[src/rtl/multicycle_sequencer.sv]
// Multi-cycle IF/ID/EX/MEM/WB control sequencer for the 31-instruction MIPS core.
// Strobes are combinational from state/code/zero/acks; state, wait counter, count and fault are registered.
module multicycle_sequencer #(
   parameter int unsigned TIMEOUT = 255,
   parameter int unsigned CNT_W   = 32
) (
   input  logic             clk,
   input  logic             rst,
   input  logic [31:0]      code,
   input  logic             zero,
   input  logic             im_ack,
   input  logic             dm_ack,
   output logic             im_req,
   output logic             ir_we,
   output logic             ab_we,
   output logic             alu_out_we,
   output logic             mdr_we,
   output logic             dm_req,
   output logic             dm_r,
   output logic             dm_w,
   output logic             rf_w,
   output logic             pc_we,
   output logic [1:0]       pc_src,
   output logic             retire,
   output logic [CNT_W-1:0] instr_cnt,
   output logic [2:0]       state,
   output logic             halted,
   output logic [1:0]       fault
);

   localparam int unsigned WAIT_W = 8;

   localparam logic [2:0] S_IF   = 3'd0;
   localparam logic [2:0] S_ID   = 3'd1;
   localparam logic [2:0] S_EX   = 3'd2;
   localparam logic [2:0] S_MEM  = 3'd3;
   localparam logic [2:0] S_WB   = 3'd4;
   localparam logic [2:0] S_HALT = 3'd5;

   localparam logic [1:0] F_NONE    = 2'd0;
   localparam logic [1:0] F_ILLEGAL = 2'd1;
   localparam logic [1:0] F_IM_TO   = 2'd2;
   localparam logic [1:0] F_DM_TO   = 2'd3;

   localparam logic [1:0] PC_SEQ    = 2'd0;
   localparam logic [1:0] PC_BRANCH = 2'd1;
   localparam logic [1:0] PC_JUMP   = 2'd2;
   localparam logic [1:0] PC_RS     = 2'd3;

   logic [2:0]        state_next;
   logic [WAIT_W-1:0] wait_cnt;
   logic [WAIT_W-1:0] wait_next;
   logic [1:0]        fault_next;
   logic              halted_next;
   logic              code_legal;
   logic              timeout_hit;
   logic              is_jump;
   logic              is_branch;
   logic              is_mem;
   logic              taken;

   // Exactly one bit set within the 31 defined instruction slots.
   assign code_legal  = (code != 32'd0) && ((code & (code - 32'd1)) == 32'd0) && !code[31];
   // This cycle is the TIMEOUT-th consecutive one without an ack.
   assign timeout_hit = (wait_cnt == WAIT_W'(TIMEOUT - 1));
   assign is_jump     = code[16] | code[29] | code[30];
   assign is_branch   = code[24] | code[25];
   assign is_mem      = code[22] | code[23];
   assign taken       = code[24] ? zero : !zero;

   always_comb begin
      im_req      = 1'b0;
      ir_we       = 1'b0;
      ab_we       = 1'b0;
      alu_out_we  = 1'b0;
      mdr_we      = 1'b0;
      dm_req      = 1'b0;
      dm_r        = 1'b0;
      dm_w        = 1'b0;
      rf_w        = 1'b0;
      pc_we       = 1'b0;
      pc_src      = PC_SEQ;
      retire      = 1'b0;
      state_next  = state;
      fault_next  = fault;
      halted_next = halted;

      case (state)
         S_IF: begin
            im_req = 1'b1;
            if (im_ack) begin
               ir_we      = 1'b1;
               state_next = S_ID;
            end else if (timeout_hit) begin
               state_next  = S_HALT;
               fault_next  = F_IM_TO;
               halted_next = 1'b1;
            end
         end
         S_ID: begin
            ab_we = 1'b1;
            if (!code_legal) begin
               state_next  = S_HALT;
               fault_next  = F_ILLEGAL;
               halted_next = 1'b1;
            end else if (is_jump) begin
               pc_we      = 1'b1;
               pc_src     = code[16] ? PC_RS : PC_JUMP;
               rf_w       = code[30];
               retire     = 1'b1;
               state_next = S_IF;
            end else begin
               state_next = S_EX;
            end
         end
         S_EX: begin
            alu_out_we = 1'b1;
            if (is_branch) begin
               pc_we      = 1'b1;
               pc_src     = taken ? PC_BRANCH : PC_SEQ;
               retire     = 1'b1;
               state_next = S_IF;
            end else if (is_mem) begin
               state_next = S_MEM;
            end else begin
               state_next = S_WB;
            end
         end
         S_MEM: begin
            dm_req = 1'b1;
            dm_r   = code[22];
            dm_w   = code[23];
            if (dm_ack) begin
               if (code[22]) begin
                  mdr_we     = 1'b1;
                  state_next = S_WB;
               end else begin
                  pc_we      = 1'b1;
                  retire     = 1'b1;
                  state_next = S_IF;
               end
            end else if (timeout_hit) begin
               state_next  = S_HALT;
               fault_next  = F_DM_TO;
               halted_next = 1'b1;
            end
         end
         S_WB: begin
            rf_w       = 1'b1;
            pc_we      = 1'b1;
            retire     = 1'b1;
            state_next = S_IF;
         end
         S_HALT: begin
            halted_next = 1'b1;
         end
         default: begin
            // Unreachable encodings are treated as a decode fault.
            state_next  = S_HALT;
            fault_next  = F_ILLEGAL;
            halted_next = 1'b1;
         end
      endcase

      if (state_next != state) begin
         wait_next = '0;
      end else if ((state == S_IF) || (state == S_MEM)) begin
         wait_next = wait_cnt + WAIT_W'(1);
      end else begin
         wait_next = '0;
      end

      // Asynchronous reset must silence every strobe immediately, not just at the next edge.
      if (rst) begin
         im_req     = 1'b0;
         ir_we      = 1'b0;
         ab_we      = 1'b0;
         alu_out_we = 1'b0;
         mdr_we     = 1'b0;
         dm_req     = 1'b0;
         dm_r       = 1'b0;
         dm_w       = 1'b0;
         rf_w       = 1'b0;
         pc_we      = 1'b0;
         pc_src     = PC_SEQ;
         retire     = 1'b0;
      end
   end

   always_ff @(posedge clk or posedge rst) begin
      if (rst) begin
         state     <= S_IF;
         wait_cnt  <= '0;
         instr_cnt <= '0;
         fault     <= F_NONE;
         halted    <= 1'b0;
      end else begin
         state    <= state_next;
         wait_cnt <= wait_next;
         fault    <= fault_next;
         halted   <= halted_next;
         if (retire) begin
            instr_cnt <= instr_cnt + CNT_W'(1);
         end
      end
   end

endmodule

[config.mk]
export PLATFORM = sky130hd
export DESIGN_NAME = multicycle_sequencer
export DESIGN_NICKNAME = d
export VERILOG_FILES = /design/src/rtl/multicycle_sequencer.sv
export SDC_FILE = /design/constraint.sdc
export NUM_CORES = 1
export LEC_CHECK = 0
export BUFFER_PORTS_ARGS = -buffer_cell sky130_fd_sc_hd__buf_4
export CAP_MARGIN = 20
export CORE_MARGIN = 3
export CORE_UTILIZATION = 52
export DETAILED_ROUTE_END_ITERATION = 8
export PLACE_DENSITY = 0.87
export SKIP_LAST_GASP = 1
export SLEW_MARGIN = 5
export SYNTH_ARGS = -nofsm -noshare
export SYNTH_HDL_FRONTEND = slang
export SYNTH_SLANG_ARGS = --single-unit
[constraint.sdc]
create_clock -name clk -period 3.08 [get_ports clk]
set_input_delay 0.308 -clock clk [delete_from_list [all_inputs] [get_ports clk]]
set_output_delay 0.308 -clock clk [all_outputs]
set_load 0.05 [all_outputs]
==> flow_results.org <==
** STA
- Fin crit period :: about 3100 ps
- Based on the critical path, the design can be clocked at up to around 330 MHz.
- Across all setup checks in the final design, the least slack found is approximately 24 ps.
- The worst pin sits at a relative slew slack of 0.5751.
- For the pin with the worst max-slew slack, the measured transition is 635.5 ps.
- The final-report max-slew violation count was 0.
- Setup violations remaining at the end of the flow were counted as 0.
- Final count of hold timing violations :: 0
- Unrepaired setup endpoints after global routing :: yes
- Worst Skew :: 8.292 ps
- Dividing the final minimum period by the clock period gives 0.9921.

** Power and ir drop
- Clock network fraction of total power :: 0.251
- Cell internal pwr :: slightly above 0.9 mW
- Fraction of power spent switching nets :: 0.3446
- After layout, the design draws a total of around 1.4 mW.
- Maximum vdd drop :: between 0.0002 and 0.00025 V
- Share of total power in sequential cells :: 0.469
- Dividing total power by cell area gives a power density of around 330 nW/µm².
- Combinational power share :: 0.280
- Static power due to leakage :: 2.045 nW
- The analysis attributes to net switching a power of around 0.48 mW.

** Clock tree
- Clock Root Buffer :: clkbuf_8
- Counting along the longest clock path gives a buffer depth of 2.
- Counting the buffers created by CTS gives 5.
- TritonCTS built the clock tree.
- Clk_lat worst skew :: around 300 ps
- In this run, post-CTS hold repair placed 0 buffers.
- Max H-tree Level :: 2
- Clock sink count :: 46
- Register clock-pin slew on the reported worst setup and hold paths :: around 90 ps

** Synthesis
- Predominant post-synthesis flop cell :: dfrtp_1
- Number of synthesized register bits :: 46
- After synthesis the cells add up to between 3000 and 4000 µm².
- Synthesized area per cell :: between 9 and 10 µm²
- Nets in the synthesized netlist :: around 370
- After synthesis, the share of flip-flops with an asynchronous set or reset is 1.000.
- Part of the Yosys area used for sequential elements :: 0.3795
- Number of enable-type register cells in the synthesized netlist :: 0
- Number of synthesis warnings :: 0
- Count of unique library cells instantiated by Yosys :: 52
- Synthesis produced a netlist whose cell count is about 330.

** Routing
- The first detailed-routing pass took 5 iterations.
- Number of antenna-violating nets in the routed design :: 0
- Wire length reported by the detailed router :: 8536 µm
- The detailed router used layers up to and including met4.
- Routed via count divided by cell count :: just under 6
- DRC Markers :: 0
- After detailed routing, the met3 layer carries ~630 µm of wire.
- The detailed router put a total of 3538 µm of wire on met1.
- Initial DRC Count :: 202
- Summing over every cut layer, the via total after detailed routing is roughly 3000.
- In the final routed layout, each cell accounts on average for 16.51 µm.
- Detail Route met2 WL :: 4204 µm

** Floorplanning
- Count of standard-cell rows :: 27
- After floorplanning, the core was sized to cover around 5600 µm².
- Vertical extent of the die :: a little over 80 µm
- The die covers a little under 7000 µm².
- The initial utilization of the core area, before any placement, comes to 0.5441.
- Boundary pin count :: between 80 and 90
- In this run the horizontal extent of the chip is approximately 82 µm.

** Final layout
- Filler Cells Inserted :: between 400 and 500
- Summing all multi-input logic gate instances after layout gives roughly 2000 µm².
- In the layout the commonest cells are 118 x buf_4, 46 x dfrtp_1, 36 x xor2_1.
- Across the whole layout, storage elements account for 1151 µm².
- The net count of the finished layout is between 400 and 500.
- The area growth from synthesis to layout is 41.46%.
- Most common cell after layout, fill and taps aside :: buf_4
- In the final layout, the share of cells above drive strength 1 is 0.4022.
- 0 antenna diodes ended up in the layout.

** Global route
- The number of global-route vias before repair came to about 2800.
- The number of antenna violations at the first check in global routing came to 0.
- Entering global routing, the biggest net connects 47 pins.
- First-pass GRT wire length :: 13180 µm
- GRT overflow :: 0
- Total track usage :: 0.2480

** Worst hold path
- Min-Delay Path Class :: input pin to async pin

** Setup path
- The worst setup path is of the input pin to primary output kind.
- STA classifies the critical path startpoint as an input pin.
- Required time of the critical path :: 2770 ps
- Path depth of the worst reg2reg path :: 8
- Crit path DAT :: roughly 2800 ps
- Crit-path max FO :: 9
- STA classifies the critical path endpoint as a primary output.

** Job
- Maximum Capacitance Violations :: 0

** Run status
- Run status :: completed

** Place
- Post-detail-place hpwl :: ~6300 µm
- Setup WS pre-CTS :: -131.0 ps
- Weighted congestion at the end of routability-driven global placement :: between 0.9 and 1
- Port buffering added 87 buffers.
-- critical path: stages --
cell     delay (ps)
buf_4           120
nor4_4          330
buf_4           190
nand4_4         110
nor3_2          220
mux2_2          370
nor4b_1         310
buf_4           180
a31oi_4         190
nor2_4          190
buf_4           230
-- final cells by class --
| type | count | area share |
|---|---|---|
| inverters | 10 | 0.008749 |
| repair buffers | 123 | 0.2216 |
| clock inverters | 2 | 0.002333 |
| clock buffers | 5 | 0.01604 |
| well taps | 72 | 0.02100 |
| multi-input cells | 259 | 0.4619 |
| flip-flops and latches | 46 | 0.2683 |
-- final timing paths --
path,start,to,slack [ps]
worst max-delay path,code[10],pc_we,20
min in group clk,code[30],state[1]$_DFF_PP0_,410
worst min-delay path,rst,instr_cnt[19]$_DFFE_PP0P_,360
worst min register to register,instr_cnt[31]$_DFFE_PP0P_,instr_cnt[31]$_DFFE_PP0P_,480
worst max register to register,state[2]$_DFF_PP0_,instr_cnt[27]$_DFFE_PP0P_,550
max in group asynchronous,rst,instr_cnt[5]$_DFFE_PP0P_,2320
-- repair_timing --
item                       4_1_cts  5_1_grt
setup buffers                    2        4
pin swaps                        5        5
setup endpoints to repair        3        7
gates resized for setup          8       20
cloned                           0        0
-- state kept, by name (all words and copies together) (netlist names) --
name,count
instr_cnt,32
wait_cnt,8
state,3
fault,2
halted,1
-- power by group through the flow --
stage | sequential (mW) | combinational, mW | clock, mW
5_1_grt | 0.662 | 0.420 | 0.379
3_3_place_gp | 0.665 | 0.364 | 0
4_1_cts | 0.656 | 0.377 | 0.356
2_1_floorplan | 0.747 | 0.133 | 0
6_report | 0.657 | 0.391 | 0.351
3_5_place_dp | 0.668 | 0.372 | 0
-- layer usage --
| layer | up-vias | GRT usage |
|---|---|---|
| met1 | 1440 | 0.3343 |
| met2 | 151 | 0.4006 |
| met5 | - | 0 |
| li1 | 1449 | - |
| met4 | 0 | 0.1030 |
| met3 | 15 | 0.03254 |
-- stage by stage --
stage	hold WS, ps	area (µm²)	std cells	setup TNS (ps)	util
after floorplan	485.3	3072	329	-137.5	-
after global placement	439.9	3995	504	-503.8	0.7167
after detailed placement	473.0	3995	504	-282.6	0.7167
after CTS	374.6	4140	513	0	0.7428
after global routing	407.9	4290	517	-486.7	0.7697
final	357.0	4290	517	0	0.7697
-- Yosys cell counts (2+ instances only) --
cell	count	share of area
o41ai_1	5	0.014
nor3b_1	5	0.012
dfrtp_1	46	0.38
a22o_1	2	0.0058
xor2_1	36	0.10
ha_1	3	0.012
nor4_1	3	0.0062
nand4_1	10	0.021
mux2_2	2	0.0074
or4_1	2	0.0049
nor4_4	2	0.014
buf_6	2	0.0074
nand3_1	22	0.036
nor3_1	23	0.038
a211oi_1	4	0.0099
clkbuf_1	9	0.011
nor4_2	12	0.050
a21oi_1	8	0.013
o21ai_0	7	0.012
inv_1	10	0.012
o31ai_1	6	0.015
or3_1	5	0.010
o32ai_1	4	0.012
o22ai_1	2	0.0041
a21o_1	2	0.0049
a31oi_1	2	0.0041
nor2_1	30	0.037
and2_1	4	0.0082
o21a_1	2	0.0049
nor2b_1	3	0.0062
nor4b_2	3	0.015
and3_1	10	0.021
nand2_1	24	0.030
-- kinds of logic (layout without fill, tap and decap cells) --
logic type               after synthesis  count (layout)  share of synthesized area
AO/OA/AOI/OAI                         51              51                     0.1213
XOR/XNOR                              37              37                     0.1068
adder cells (fa/ha/maj)                3               3                    0.01238
buffers and inverters                 24             140                    0.03630
flip-flops                            46              46                     0.3795
multiplexers                           2               2                   0.007425
AND/OR/NAND/NOR                      166             166                     0.3362
No activity file was read; power rests on OpenSTA's default activity.
